===== config.mk =====
export PLATFORM = sky130hd
export DESIGN_NAME = eth_pkt_loader
export DESIGN_NICKNAME = d
export VERILOG_FILES = /design/src/rtl/eth_pkt_loader.sv
export SDC_FILE = /design/constraint.sdc
export NUM_CORES = 1
export LEC_CHECK = 0
export ABC_AREA = 1
export CORE_AREA = 3 3 146 148
export DETAILED_ROUTE_END_ITERATION = 8
export DIE_AREA = 0 0 149 151
export DONT_BUFFER_PORTS = 1
export GPL_TIMING_DRIVEN = 0
export PLACE_DENSITY = 0.46
export SYNTH_ARGS = -nofsm -noshare
export SYNTH_HDL_FRONTEND = slang
export SYNTH_SLANG_ARGS = --single-unit

===== constraint.sdc =====
create_clock -name clk -period 2.2 [get_ports clk]
set_clock_uncertainty 0.1 [all_clocks]
set_input_delay 0.44 -clock clk [delete_from_list [all_inputs] [get_ports clk]]
set_output_delay 0.44 -clock clk [all_outputs]
set_load 0.03 [all_outputs]

===== src/rtl/eth_pkt_loader.sv =====
`default_nettype none
// ----------------------------------------------------------------------------
// eth_pkt_loader - writes the received byte stream into two ping-pong RAM slots
//                  and offers completed packets to ecpri_rx in arrival order.
// Rev 1.0
// ----------------------------------------------------------------------------
module eth_pkt_loader #(
  parameter int DATA_WIDTH = 8,
  parameter int ADDR_WIDTH = 16,
  parameter int SLOT_SIZE  = 2048
) (
  input  logic                  clk,
  input  logic                  reset,
  input  logic                  in_valid,
  input  logic [DATA_WIDTH-1:0] in_data,
  input  logic                  in_last,
  output logic                  in_ready,
  output logic [ADDR_WIDTH-1:0] ram_addr,
  output logic [DATA_WIDTH-1:0] ram_wdata,
  output logic                  ram_cs,
  output logic                  ram_we,
  output logic                  ram_oe,
  output logic                  recv_pkt,
  output logic [ADDR_WIDTH-1:0] pkt_base,
  output logic [ADDR_WIDTH-1:0] pkt_len,
  input  logic                  pkt_done,
  output logic [15:0]           drop_cnt
);

  localparam int c_off_w = $clog2(SLOT_SIZE) + 1;
  localparam logic [c_off_w-1:0]    c_slot_off   = c_off_w'(SLOT_SIZE);
  localparam logic [ADDR_WIDTH-1:0] c_slot1_base = ADDR_WIDTH'(SLOT_SIZE);

  typedef enum logic [1:0] {
    S_IDLE  = 2'd0,
    S_WRITE = 2'd1,
    S_DROP  = 2'd2
  } state_t;

  state_t                r_state;
  logic                  r_wr_slot;
  logic                  r_rd_slot;
  logic [1:0]            r_slot_full;
  logic [c_off_w-1:0]    r_offset;
  logic                  r_busy;
  logic [ADDR_WIDTH-1:0] r_len [2];
  logic                  r_cmpl_pend;
  logic                  r_cmpl_slot;
  logic [ADDR_WIDTH-1:0] r_ram_addr;
  logic [DATA_WIDTH-1:0] r_ram_wdata;
  logic                  r_ram_cs;
  logic                  r_ram_we;
  logic                  r_recv;
  logic [ADDR_WIDTH-1:0] r_pkt_base;
  logic [ADDR_WIDTH-1:0] r_pkt_len;
  logic [15:0]           r_drop_cnt;

  logic                  w_in_ready;
  logic                  w_accept;
  logic                  w_off_full;
  logic [ADDR_WIDTH-1:0] w_wr_base;
  logic [ADDR_WIDTH-1:0] w_wr_addr;
  logic [ADDR_WIDTH-1:0] w_rd_base;
  logic [ADDR_WIDTH-1:0] w_len_next;
  logic [15:0]           w_drop_next;

  // Gated by reset so the source sees no ready while the block is held in reset.
  assign w_in_ready  = reset && ((r_state != S_IDLE) || !r_slot_full[r_wr_slot]);
  assign w_accept    = in_valid && w_in_ready;
  assign w_off_full  = (r_offset == c_slot_off);
  assign w_wr_base   = r_wr_slot ? c_slot1_base : '0;
  assign w_wr_addr   = w_wr_base + ADDR_WIDTH'(r_offset);
  assign w_rd_base   = r_rd_slot ? c_slot1_base : '0;
  assign w_len_next  = ADDR_WIDTH'(r_offset + c_off_w'(1));
  assign w_drop_next = (r_drop_cnt == 16'hFFFF) ? r_drop_cnt : r_drop_cnt + 16'd1;

  assign in_ready  = w_in_ready;
  assign ram_addr  = r_ram_addr;
  assign ram_wdata = r_ram_wdata;
  assign ram_cs    = r_ram_cs;
  assign ram_we    = r_ram_we;
  assign ram_oe    = 1'b0;
  assign recv_pkt  = r_recv;
  assign pkt_base  = r_pkt_base;
  assign pkt_len   = r_pkt_len;
  assign drop_cnt  = r_drop_cnt;

  always_ff @(posedge clk or negedge reset) begin
    if (!reset) begin
      r_state     <= S_IDLE;
      r_wr_slot   <= 1'b0;
      r_rd_slot   <= 1'b0;
      r_slot_full <= 2'b00;
      r_offset    <= '0;
      r_busy      <= 1'b0;
      r_len[0]    <= '0;
      r_len[1]    <= '0;
      r_cmpl_pend <= 1'b0;
      r_cmpl_slot <= 1'b0;
      r_ram_addr  <= '0;
      r_ram_wdata <= '0;
      r_ram_cs    <= 1'b0;
      r_ram_we    <= 1'b0;
      r_recv      <= 1'b0;
      r_pkt_base  <= '0;
      r_pkt_len   <= '0;
      r_drop_cnt  <= '0;
    end else begin
      r_ram_cs    <= 1'b0;
      r_ram_we    <= 1'b0;
      r_recv      <= 1'b0;
      r_cmpl_pend <= 1'b0;

      // Slot is marked full one edge after its last byte, once that byte is in RAM.
      if (r_cmpl_pend) begin
        r_slot_full[r_cmpl_slot] <= 1'b1;
      end

      if (r_busy) begin
        if (pkt_done) begin
          r_slot_full[r_rd_slot] <= 1'b0;
          r_rd_slot              <= ~r_rd_slot;
          r_busy                 <= 1'b0;
        end
      end else if (r_slot_full[r_rd_slot]) begin
        r_recv     <= 1'b1;
        r_busy     <= 1'b1;
        r_pkt_base <= w_rd_base;
        r_pkt_len  <= r_len[r_rd_slot];
      end

      case (r_state)
        S_IDLE, S_WRITE: begin
          if (w_accept) begin
            if (w_off_full) begin
              if (in_last) begin
                r_drop_cnt <= w_drop_next;
                r_offset   <= '0;
                r_state    <= S_IDLE;
              end else begin
                r_state <= S_DROP;
              end
            end else begin
              r_ram_cs    <= 1'b1;
              r_ram_we    <= 1'b1;
              r_ram_addr  <= w_wr_addr;
              r_ram_wdata <= in_data;
              if (in_last) begin
                r_len[r_wr_slot] <= w_len_next;
                r_cmpl_pend      <= 1'b1;
                r_cmpl_slot      <= r_wr_slot;
                r_wr_slot        <= ~r_wr_slot;
                r_offset         <= '0;
                r_state          <= S_IDLE;
              end else begin
                r_offset <= r_offset + c_off_w'(1);
                r_state  <= S_WRITE;
              end
            end
          end
        end
        S_DROP: begin
          if (w_accept && in_last) begin
            r_drop_cnt <= w_drop_next;
            r_offset   <= '0;
            r_state    <= S_IDLE;
          end
        end
        default: r_state <= S_IDLE;
      endcase
    end
  end

endmodule
`default_nettype wire


== Yosys cells after proc, flatten, opt, wreduce, memory -nomap -nowiden ==
Cells that the tools add are included.
Operators by class
  $add $sub $neg: 4
  magnitude comparators: 8
  equal/unequal tests: 9
  multiplexer cells: 48
  bitwise logic cells: 9
  reduce and logical (&&, ||, !) cells: 19
Operators by type and width (count)
  two-way mux 16 bit: 9
  two-way mux 12 bit: 7
  bitwise mux 32 bit: 1
  case mux 16 bit (2 select lines): 1
  case mux 12 bit (2 select lines): 1
  two-way mux 1 bit: 18
  adder 16 x 1 -> 16 bit, second input constant: 1
  demux 16 bit (select 1 bit): 1
  == test 16 bit, second input constant: 1
  two-way mux 2 bit: 7
  adder 12 x 1 -> 13 bit, second input constant: 1
  adder 12 x 12 -> 13 bit: 1
  adder 12 x 1 -> 12 bit, second input constant: 1
  == test 12 bit, second input constant: 1
  != test 2 bit, second input constant: 4
  AND reduction 4 bit: 2
  logical AND 1 bit: 6
  less-than comparator 1 x 2 -> 1 bit, second input constant: 3
  AND reduction 2 bit: 3
  AND reduction 5 bit: 1
  >= comparator 2 bit, second input constant: 2
  inverter 1 bit: 4
  inverter 1 -> 2 bit: 2
  case mux 2 bit (2 select lines): 1
  15 further kinds: 18
Word-level totals
  bits in registers: 127
  input port bits: 13

== Longest topological paths before layout ==
Gate-level depths: netlist of run 1.
  depth in word-level cells: 9
  depth in mapped cells: 11
  depth with buffers taken out: 10

== Worst setup path after synthesis of run 1 ==
No wires, ideal clock.
  kind: register to register
  start point: reg r_drop_cnt[0] (netlist: drop_cnt[0])
  end point: reg r_drop_cnt[13] (netlist: drop_cnt[13])
  setup time: 0.118 ns
  arrival: 1.610 ns
  required time: 1.982 ns
  path slack: 0.372 ns
  stages on the path, launching flop included: 10
  clock period less this slack: 1.828 ns
  cells stage by stage: dfrtp_1 -> ha_1 -> nand3_1 -> inv_1 -> nand3_1 -> nor2_1 -> nor2_4 -> buf_6 -> nand3_1 -> nand2_1
On the way
  longest elaborated chain between the ends: 6
RTL lines
  from (decl): RTL line 56  | logic [15:0] r_drop_cnt;
  from (signal assigned): RTL line 137  | r_drop_cnt <= w_drop_next;
  from (signal assigned): RTL line 164  | r_drop_cnt <= w_drop_next;
  adder 16 x 1 -> 16 bit / == test 16 bit (equally long branches): RTL line 75  | assign w_drop_next = (r_drop_cnt == 16'hFFFF) ? r_drop_cnt : r_drop_cnt + 16'd1;
  two-way mux 16 bit *: RTL line 75
  two-way mux 16 bit: RTL line 136  | if (in_last) begin
  two-way mux 16 bit: RTL line 135  | if (w_off_full) begin
  two-way mux 16 bit: RTL line 134  | if (w_accept) begin
  case mux 16 bit (2 select lines) *: RTL line 132  | case (r_state)
Every way passes the cells marked *; elsewhere a longest branch is shown, timed or not. The select of a mux whose other input is x is not followed.
A chain may end at the register's enable or synchronous reset.

== Worst setup path in the final report of run 1 ==
  start point: reg r_offset[0]
  end point: reg r_len[24] (netlist name)
On the way
  longest elaborated chain between the ends: 3
RTL lines
  from (decl): RTL line 44  | logic [c_off_w-1:0] r_offset;
  from (signal assigned): RTL line 156  | r_offset <= r_offset + c_off_w'(1);
  parallel branches: the longest is 3 deep, another holds adder 12 x 1 -> 13 bit
  to (signal, indexed assignment): RTL line 149  | r_len[r_wr_slot] <= w_len_next;
  to (decl): RTL line 46  | logic [ADDR_WIDTH-1:0] r_len [2];
Parallel ways; which one is timed is not known.

==> results.md, run 1 <==
- Syn Inst Count: 603
- Routability Congestion: 0.793
- Ratio of cells with drive above 1 in the final layout: 0.130
- Highest Signal Layer: met4
- Vias: 3795
- Design Area, Final: 5720 um^2
- Failing checks: hold timing
- Register area share after synthesis: 0.502
- Flop-to-flop setup slack: 0.18 ns
- Fill cells: 2199
- Pre-CTS setup slack: 0.0258 ns
- Crit-path slowest cell: dfrtp_2
- Slew Viols, Final: 0
- Initial antenna violation count: 0
- CP Launch Point: r_offset[0]$_DFFE_PN0P_
- Startpoint types: flop
- CTS tree: built
- Largest net degree at the start of global routing: 104
- Clock buffer depth: 2
- Number of global-route vias before repair: 3698
- Maximum clock frequency: 495 MHz
- CTS H-tree lvls: 3
- Detail Placement HPWL: 8870 um
- Yosys warns: 0
- Final period util: 0.918
- Layout area overhead: 14.7%
- Clk_lat worst skew: 0.34 ns
- WL final: 12300 um
- DRT met1 WL: 6210 um
- Synth unique cells: 31
- Launch point of the worst reg-to-reg path: r_offset[0]$_DFFE_PN0P_
- Total of max-cap violations: 0
- Maximum VDD drop: 0.494 mV
- Post-DRT Antenna Nets: 0
- Power density cells: 1140 nW/um^2
- Worst r2r path cells: 11
- Routed wl met2: 5210 um
- Core area: 20200 um^2
- Detailed Route Iter0 Violations: 237
- GRT Residual Overflow: 0
- # setup viols final: 0
- Placed cells: 894
- Final min period: 2.02 ns
- Synthesized area per cell: 8.27 um^2
- Cts bufs inserted: 9
- CTS clk-pin slew, worst paths: 0.07 ns
- DR WL/cell: 13.6 um
- Netlist Area Pre-Place: 4990 um^2
- #FFs+latches synth: 100
- Num rows: 52
- Leakage power: 2.76 nW
- Crit Path Class: reg -> reg
- Fraction of registers with async set/reset: 1.00
- Area of the multi-input gates: 2100 um^2
- First-pass GRT wire length: 20400 um
- Die Width: 149 um
- Final std cells w/o fill: 910
- Rel. slew slack: 0.637
- Routed met3 length: 790 um
- CP Capture Point: r_len[24]$_DFFE_PN0P_
- Worst EP required: 2.34 ns
- FF-to-FF End: r_len[24]$_DFFE_PN0P_
- Antenna diodes: 0
- Placed Area: 5410 um^2
- Register area: 2510 um^2
- Nets: 653
- WHS: -0.305 ns
- Setup slack after layout: 0.180 ns
- DR vias/cell: 4.17
- Setup TNS: 0 ns
- GRT Total Usage: 0.114
- Num Clock Sinks: 100
- Post-synth EDFFs: 0
- Worst Tran Pin Value: 0.545 ns
- Predominant post-synthesis flop cell: dfrtp_1
- Status: complete, but fails checks
- IO Pins: 90
- CP Capture Type: flop
- Largest stage delay, worst path: 0.42 ns
- Residual DRC count: 0
- CP arrival: 2.16 ns
- Initial core utilization: 0.247
- CP Max Fanout: 10
- Crit-path cells: inv_2 -> ha_1 -> nand2_2 -> nor2_4 -> nand2_2 -> nand2_4 -> nor2_4 -> nand3_2 -> buf_2 -> nand2_1 -> nand2_1
- Die area: 22500 um^2
- Root buffer cell: clkbuf_16
- Die Ht: 151 um
- Final Hold Vio Count: 100
- Pre-antenna DRT Iters: 4
- Port bufs: 0
- Hold Crit Class: in -> async
- RSZ-0062 raised after global routing: false
-- sequential cells by signal, summed over array words and instances, names as in the netlist, 2 cells and up --
| register | count |
|---|---|
| ram_addr | 13 |
| r_offset | 12 |
| ram_wdata | 8 |
| r_len | 26 |
| r_slot_full | 2 |
| r_state | 2 |
| pkt_len | 13 |
| drop_cnt | 16 |
-- layout make-up --
cell class,count,share of cell area
Clock inverter,5,0.0118
Multi-Input combinational cell,441,0.367
Sequential cell,100,0.438
Clock buffer,10,0.0418
Buffer,47,0.0571
Inverter,36,0.0240
Tap cell,270,0.0590
Timing Repair Buffer,1,0.00131
-- metal layers --
layer,vias up,GRT usage
met2,74,0.162
met4,0,0.0293
li1,1952,-
met1,1761,0.166
met3,8,0.0380
met5,-,0
-- how the worst min path moves through the flow --
stage,startpoint,depth (start not counted),slack (ns),to
final,reset,0,-0.30,pkt_len[0]$_DFFE_PN0P_
after floorplan,reset,0,0.04,drop_cnt[0]$_DFFE_PN0P_
after global placement,reset,0,0.05,drop_cnt[10]$_DFFE_PN0P_
after CTS,reset,0,-0.33,ram_addr[2]$_DFFE_PN0P_
after detailed placement,reset,0,0.05,pkt_base[11]$_DFFE_PN0P_
after global routing,reset,0,-0.33,r_state[1]$_DFFE_PN0P_
-- cell families (layout without fill, tap and decap cells) --
group,after synthesis,in the layout,synth area share
AOI/OAI and AO/OA,50,50,0.0552
xor gates and xnor gates,21,21,0.0369
adders and majority gates,4,4,0.0100
buffers and inverters,83,99,0.0930
DFF,100,100,0.502
other,1,22,0.000752
and+or+nand+nor,344,344,0.302
-- cells in the mapped netlist, types with 4 or more instances --
library cell | number | share of area
nor2_4 | 4 | 0.0090
ha_1 | 4 | 0.010
clkbuf_1 | 6 | 0.0045
a31oi_1 | 13 | 0.016
nand2_2 | 6 | 0.0075
o21ai_0 | 22 | 0.022
buf_6 | 6 | 0.014
inv_1 | 31 | 0.023
nor3_1 | 7 | 0.0070
buf_2 | 9 | 0.0090
a21oi_1 | 11 | 0.011
nor2_1 | 47 | 0.035
xor2_1 | 12 | 0.021
buf_4 | 25 | 0.038
xnor2_1 | 9 | 0.016
nand3_1 | 63 | 0.063
nand4_1 | 6 | 0.0075
nand2_1 | 203 | 0.15
dfrtp_1 | 100 | 0.50
-- stage by stage --
stage / hold WS, ns / total power, mW / utilization
floorplan: 0.0444 / 4.46 / -
finish: -0.305 / 6.52 / 0.284
global route: -0.328 / 7.00 / 0.284
CTS: -0.328 / 6.63 / 0.283
detailed placement: 0.0536 / 4.92 / 0.268
global placement: 0.0505 / 4.91 / 0.268
-- layout by cell type, fill, tap and decap left out, types with 9 or more instances in the layout --
| cell | Yosys | layout |
|---|---|---|
| a21oi_1 | 11 | 11 |
| a31oi_1 | 13 | 13 |
| buf_2 | 9 | 9 |
| buf_4 | 25 | 26 |
| clkbuf_16 | 0 | 9 |
| conb_1 | 1 | 22 |
| dfrtp_1 | 100 | 97 |
| inv_1 | 31 | 30 |
| nand2_1 | 203 | 203 |
| nand3_1 | 63 | 63 |
| nor2_1 | 47 | 47 |
| o21ai_0 | 22 | 22 |
| xnor2_1 | 9 | 9 |
| xor2_1 | 12 | 12 |
-- timing repair --
item | 4_1_cts | 5_1_grt
endpoints found under the setup margin | 0 | 37
hold endpoints to repair | 100 | 100
resized for setup | 0 | 4
setup buffers | 0 | 1
-- critical path, delay by kind of cell, from the launching register on --
family / cells / cell delay (ns)
DFF: 1 / 0.42
buffers and inverters: 2 / 0.35
and+or+nand+nor: 8 / 0.83
adders and majority gates: 1 / 0.21
-- power breakdown --
group,total (mW),switching [mW],internal [mW]
clock network,1.67,0.745,0.927
logic,1.54,1.01,0.533
registers,3.31,1.00,2.31
Note: power is estimated with default switching activity, not from simulation.
==> run 2: changes to the inputs <==
==> constraint.sdc (replaced) <==
create_clock -name clk -period 1.9 [get_ports clk]
set_clock_uncertainty 0.1 [all_clocks]
set_input_delay 0.38 -clock clk [delete_from_list [all_inputs] [get_ports clk]]
set_output_delay 0.38 -clock clk [all_outputs]
set_load 0.03 [all_outputs]
==> run 2 against run 1 <==
  * The run still ends with hold timing left
  * Clock power grew 17%
  * Design area grew 5.9%
  * Critical endpoint is now in_ready
  * Register-to-register slack got worse by 0.06 ns
  * Highest routed layer unchanged
  * Sequential share of layout area fell by 2.2 points
  * Critical path depth decreased by 7
  * Core utilization grew 1.7 points
  * Worst hold slack got worse by 0.059 ns
  * Sequential cell count unchanged
  * Final cell count grew 3.0%
==> results.md, run 2 (same netlist as run 1, synthesis figures left out) <==
- Pre-antenna DRT Iters: 4
- Num rows: 52
- Final std cells w/o fill: 937
- Pre-CTS setup slack: -0.274 ns
- Antenna diodes: 0
- CP top delay family: simple AND/OR/NAND/NOR gates
- CP Max Fanout: 4
- CP Capture Type: output pin
- CTS clk-pin slew, worst paths: 0.08 ns
- Hold Crit Class: in -> async
- Placed cells: 894
- # setup viols final: 0
- Final period util: 0.940
- Ratio of cells with drive above 1 in the final layout: 0.195
- Most frequent cells in the layout: nand2_1 (202), dfrtp_1 (88), nand3_1 (61)
- RSZ-0062 raised after global routing: true
- Detail Placement HPWL: 8870 um
- Crit-path slowest cell: dfrtp_1
- Root buffer cell: clkbuf_16
- Startpoint types: flop
- Initial antenna violation count: 0
- Layout area overhead: 21.4%
- Maximum clock frequency: 560 MHz
- Fin util: 0.300
- DR WL/cell: 13.5 um
- Setup slack after layout: 0.114 ns
- Leakage power: 2.90 nW
- Crit-path cells: nor2_1 -> nand3_4 -> nand2_2 -> clkinv_4
- Power density cells: 1290 nW/um^2
- Rel. slew slack: 0.624
- Status: complete, but fails checks
- Number of flip-flops in the largest register: 26
- Number of global-route vias before repair: 3783
- GRT Residual Overflow: 0
- Largest reg by FF count: r_len
- Largest net degree at the start of global routing: 104
- WHS: -0.364 ns
- Vias: 3896
- CTS H-tree lvls: 3
- GRT Total Usage: 0.115
- Worst Tran Pin Value: 0.565 ns
- Residual DRC count: 0
- Clk_lat worst skew: 0.35 ns
- Die area: 22500 um^2
- Nets: 680
- CTS tree: built
- Worst r2r path cells: 12
- CP arrival: 1.31 ns
- Largest stage delay, worst path: 0.42 ns
- Core area: 20200 um^2
- Total power: 7.82 mW
- IO Pins: 90
- Worst EP required: 1.42 ns
- Cts bufs inserted: 9
- Worst path depth: 4
- Die Width: 149 um
- Final Hold Vio Count: 100
- Total of max-cap violations: 0
- Final min period: 1.79 ns
- Post-DRT Antenna Nets: 0
- Clock buffer depth: 2
- Routability Congestion: 0.793
- Slew Viols, Final: 0
- Detailed Route Iter0 Violations: 191
- Die Ht: 151 um
- Crit Path Class: reg -> out
- Fill cells: 2176
- Commonest non-fill, non-tap cell in the layout: nand2_1
- CP bufs+invs: 1
- First-pass GRT wire length: 20700 um
- Num Clock Sinks: 100
- Initial core utilization: 0.247
- Maximum VDD drop: 0.584 mV
- DR vias/cell: 4.16
- WL final: 12600 um
- Failing checks: hold timing
- Port bufs: 0
run 2: cell types whose count changed in the layout (fill, tap and decap cells not counted), moves of 2 or more:
cell / previous run / this run
inv_1: 30 / 28
dfrtp_1: 97 / 88
buf_2: 9 / 4
nand3_4: 3 / 5
ha_1: 4 / 2
nand2_4: 1 / 3
buf_4: 26 / 54
nor2_4: 4 / 6
nand3_1: 63 / 61
nor2_1: 47 / 44
buf_6: 6 / 9
dfrtp_2: 3 / 12
run 2: worst paths after layout:
| path | from | end | slack (ns) |
|---|---|---|---|
| setup / recovery | r_state[0]$_DFFE_PN0P_ | in_ready | 0.11 |
| hold / removal | reset | drop_cnt[6]$_DFFE_PN0P_ | -0.36 |
| setup reg to reg | r_offset[0]$_DFFE_PN0P_ | ram_addr[2]$_DFFE_PN0P_ | 0.12 |
| hold reg to reg | r_len[1]$_DFFE_PN0P_ | r_len[1]$_DFFE_PN0P_ | 0.37 |
| max in group asynchronous | reset | r_offset[0]$_DFFE_PN0P_ | 1.81 |
| min in group clk | pkt_done | r_busy$_DFF_PN0_ | 0.04 |
run 2: power by group:
part | internal (mW) | switching (mW) | leakage, nW
Clock | 1.07 | 0.875 | 0.151
Combinational | 0.793 | 1.26 | 1.46
Sequential | 2.67 | 1.15 | 1.29
run 2: metal layers:
layer,GRT usage,vias to the layer above,part of all wire
met2,0.163,74,0.42
met3,0.0380,8,0.062
li1,-,2008,-
met5,0,-,0
met4,0.0284,0,0.0096
met1,0.169,1806,0.51
run 2: area by class of cell:
| cell class | instances | area (um^2) | share of cell area |
|---|---|---|---|
| Clock inverter | 5 | 67.6 | 0.0112 |
| Clock buffer | 10 | 239 | 0.0394 |
| Tap cell | 270 | 338 | 0.0558 |
| Sequential cell | 100 | 2520 | 0.416 |
| Inverter | 36 | 145 | 0.0240 |
| Multi-Input combinational cell | 441 | 2180 | 0.360 |
| Timing Repair Buffer | 29 | 234 | 0.0386 |
| Buffer | 46 | 339 | 0.0560 |
run 2: timing repair:
action                                 4_1_cts  5_1_grt
setup endpoints to repair                   76       68
pin swaps                                    3        9
buffers inserted                            11       17
gates cloned                                 0        1
endpoints found under the hold margin      100      100
gates resized for setup                     22       20
run 2: stage by stage:
step	area (um^2)	TNS [ns]
floorplan	5070	0
global placement	5410	-11.40
detailed placement	5410	-12.07
CTS	5870	0
global route	6060	-0.0175
finish	6060	0
run 2: worst register-to-register path, cell delays in order (launching register included):
cell and delay (ns):
dfrtp_2 0.43, inv_4 0.07, ha_1 0.15, nand2_2 0.07
nor2_4 0.11, nand2_4 0.08, nand2_4 0.10, nor2_4 0.05
buf_12 0.13, buf_6 0.11, buf_4 0.16, nand2_1 0.07
nand2_1 0.05
==> run 3: changes to the inputs <==
--- a/config.mk
+++ b/config.mk
@@ -6,12 +6,12 @@
 export NUM_CORES = 1
 export LEC_CHECK = 0
 export ABC_AREA = 1
-export CORE_AREA = 3 3 146 148
+export CORE_AREA = 3 3 110 112
 export DETAILED_ROUTE_END_ITERATION = 8
-export DIE_AREA = 0 0 149 151
+export DIE_AREA = 0 0 113 115
 export DONT_BUFFER_PORTS = 1
 export GPL_TIMING_DRIVEN = 0
-export PLACE_DENSITY = 0.46
+export PLACE_DENSITY = 0.67
 export SYNTH_ARGS = -nofsm -noshare
 export SYNTH_HDL_FRONTEND = slang
 export SYNTH_SLANG_ARGS = --single-unit
==> run 3 against run 2 <==
  * The flow still finishes with violations (hold timing)
  * First-iteration DRC count up 18%
  * Via count up 2.4%
  * Sequential power about the same
  * Clock-buffer cell count unchanged
  * Sequential share of layout area up 1.3 points
  * Die area down 42%
  * Critical path type unchanged
==> results.md, run 3 (same netlist as run 1, synthesis figures left out) <==
- Post-DRT Antenna Nets: 0
- Rel. slew slack: 0.650
- Most frequent cells in the layout: nand2_1 (203), dfrtp_1 (90), nand3_1 (61)
- Pre-antenna DRT Iters: 5
- Clk_lat worst skew: 0.35 ns
- Layout area overhead: 17.7%
- Initial antenna violation count: 0
- # setup viols final: 0
- Number of flip-flops in the largest register: 26
- Maximum VDD drop: 1.13 mV
- Crit-path slowest cell: dfrtp_1
- Final Hold Vio Count: 100
- Crit Path Class: reg -> out
- Total power: 7.89 mW
- Leakage power: 2.86 nW
- Setup TNS: 0 ns
- GRT busiest layer: met2
- WHS: -0.382 ns
- Cts bufs inserted: 9
- CTS clk-pin slew, worst paths: 0.07 ns
- CP arrival: 1.34 ns
- First-pass GRT wire length: 19100 um
- Routability Congestion: 0.836
- Met3 Usage GRT: 0.0758
- Total of max-cap violations: 0
- Worst EP required: 1.42 ns
- Launch point of the worst reg-to-reg path: r_offset[0]$_DFFE_PN0P_
- WL final: 11700 um
- Die Ht: 115 um
- Flop-to-flop setup slack: 0.09 ns
- FF-to-FF End: ram_addr[8]$_DFFE_PN0P_
- Final period util: 0.956
- Largest reg by FF count: r_len
- Met2 usage: 0.304
- Startpoint types: flop
- CTS tree: built
- Largest stage delay, worst path: 0.40 ns
- Num Clock Sinks: 100
- Detailed Route Iter0 Violations: 225
- Worst r2r path cells: 10
- Met1 GRT Util: 0.230
- Largest net degree at the start of global routing: 104
- Crit-path cells: buf_6 -> inv_4 -> nand2_2 -> nand3_4 -> nand2_2 -> clkinv_4
- Num rows: 39
- Detail Placement HPWL: 8220 um
- Clock buffer depth: 2
- CP most frequent cell: nand2_2
- Initial core utilization: 0.441
- Root buffer cell: clkbuf_16
- Maximum clock frequency: 551 MHz
- DR vias/cell: 4.99
- Die Width: 113 um
- Worst Tran Pin Value: 0.525 ns
- Core area: 11300 um^2
- IO Pins: 90
- GRT Residual Overflow: 0
- CP Capture Type: output pin
- Nets: 668
- Commonest non-fill, non-tap cell in the layout: nand2_1
- DR WL/cell: 14.6 um
- Hold Crit Class: in -> async
- Antenna diodes: 0
- GRT Total Usage: 0.186
- Ratio of cells with drive above 1 in the final layout: 0.177
- CTS H-tree lvls: 3
- Die area: 13000 um^2
- Slew Viols, Final: 0
- Final min period: 1.82 ns
- Failing checks: hold timing
- Port bufs: 0
- Power density cells: 1340 nW/um^2
- Status: complete, but fails checks
- CP Max Fanout: 8
- Number of global-route vias before repair: 3815
- RSZ-0062 raised after global routing: true
- Vias: 3989
- Residual DRC count: 0
-- run 3: where the power goes --
part | switching (mW) | leakage [nW] | internal [mW]
clock network | 0.831 | 0.164 | 1.20
registers | 1.12 | 1.29 | 2.67
logic | 1.31 | 1.41 | 0.753
total | 3.26 | 2.86 | 4.63
-- run 3: final cells by class --
| class | instances | area (um^2) |
|---|---|---|
| Timing Repair Buffer | 16 | 140 |
| Tap cell | 143 | 179 |
| Sequential cell | 100 | 2510 |
| Clock buffer | 10 | 239 |
| Clock inverter | 6 | 95.1 |
| Inverter | 36 | 149 |
| Multi-Input combinational cell | 441 | 2180 |
| Buffer | 47 | 375 |
| Fill cell | 1090 | 5450 |
-- run 3: how the worst max path moves through the flow --
| stage | startpoint | end | slack [ns] | cells past startpoint |
|---|---|---|---|---|
| after global routing | r_offset[3]$_DFFE_PN0P_ | r_len[23]$_DFFE_PN0P_ | -0.02 | 6 |
| after global placement | r_offset[0]$_DFFE_PN0P_ | r_len[1]$_DFFE_PN0P_ | -0.21 | 11 |
| after floorplan | drop_cnt[0]$_DFFE_PN0P_ | drop_cnt[13]$_DFFE_PN0P_ | 0.07 | 9 |
| final | r_wr_slot$_DFFE_PN0N_ | in_ready | 0.08 | 6 |
| after detailed placement | r_offset[0]$_DFFE_PN0P_ | r_len[0]$_DFFE_PN0P_ | -0.25 | 11 |
| after CTS | r_offset[1]$_DFFE_PN0P_ | ram_wdata[7]$_DFFE_PN0P_ | 0.008 | 11 |
-- run 3: timing repair --
item | 4_1_cts | 5_1_grt
cloned | 0 | 2
gates resized for setup | 13 | 40
setup endpoints to repair | 76 | 73
hold endpoints to repair | 100 | 100
pin swaps | 2 | 10
buffers inserted | 5 | 9
-- run 3: routing by layer --
layer  vias up  wire [um]  share of wire
li1       1981          -              -
met1      1888       4910           0.42
met3        13        806          0.069
met2       107       5770           0.49
met4         0        171          0.015
met5         -          0              0
-- run 3: critical path: cells and delay by family (launching register included) --
kind,cells,cell delay (ns)
DFF,1,0.40
and+or+nand+nor,3,0.24
buffers and inverters,3,0.34
-- run 3: through the flow --
| stage | setup WS, ns | utilization | std cells | cell area (um^2) |
|---|---|---|---|---|
| finish | 0.0837 | 0.519 | 799 | 5870 |
| floorplan | 0.0721 | - | 624 | 5070 |
| global placement | -0.206 | 0.463 | 767 | 5250 |
| CTS | 0.00844 | 0.501 | 788 | 5670 |
| detailed placement | -0.250 | 0.463 | 767 | 5250 |
| global route | -0.0184 | 0.519 | 799 | 5870 |
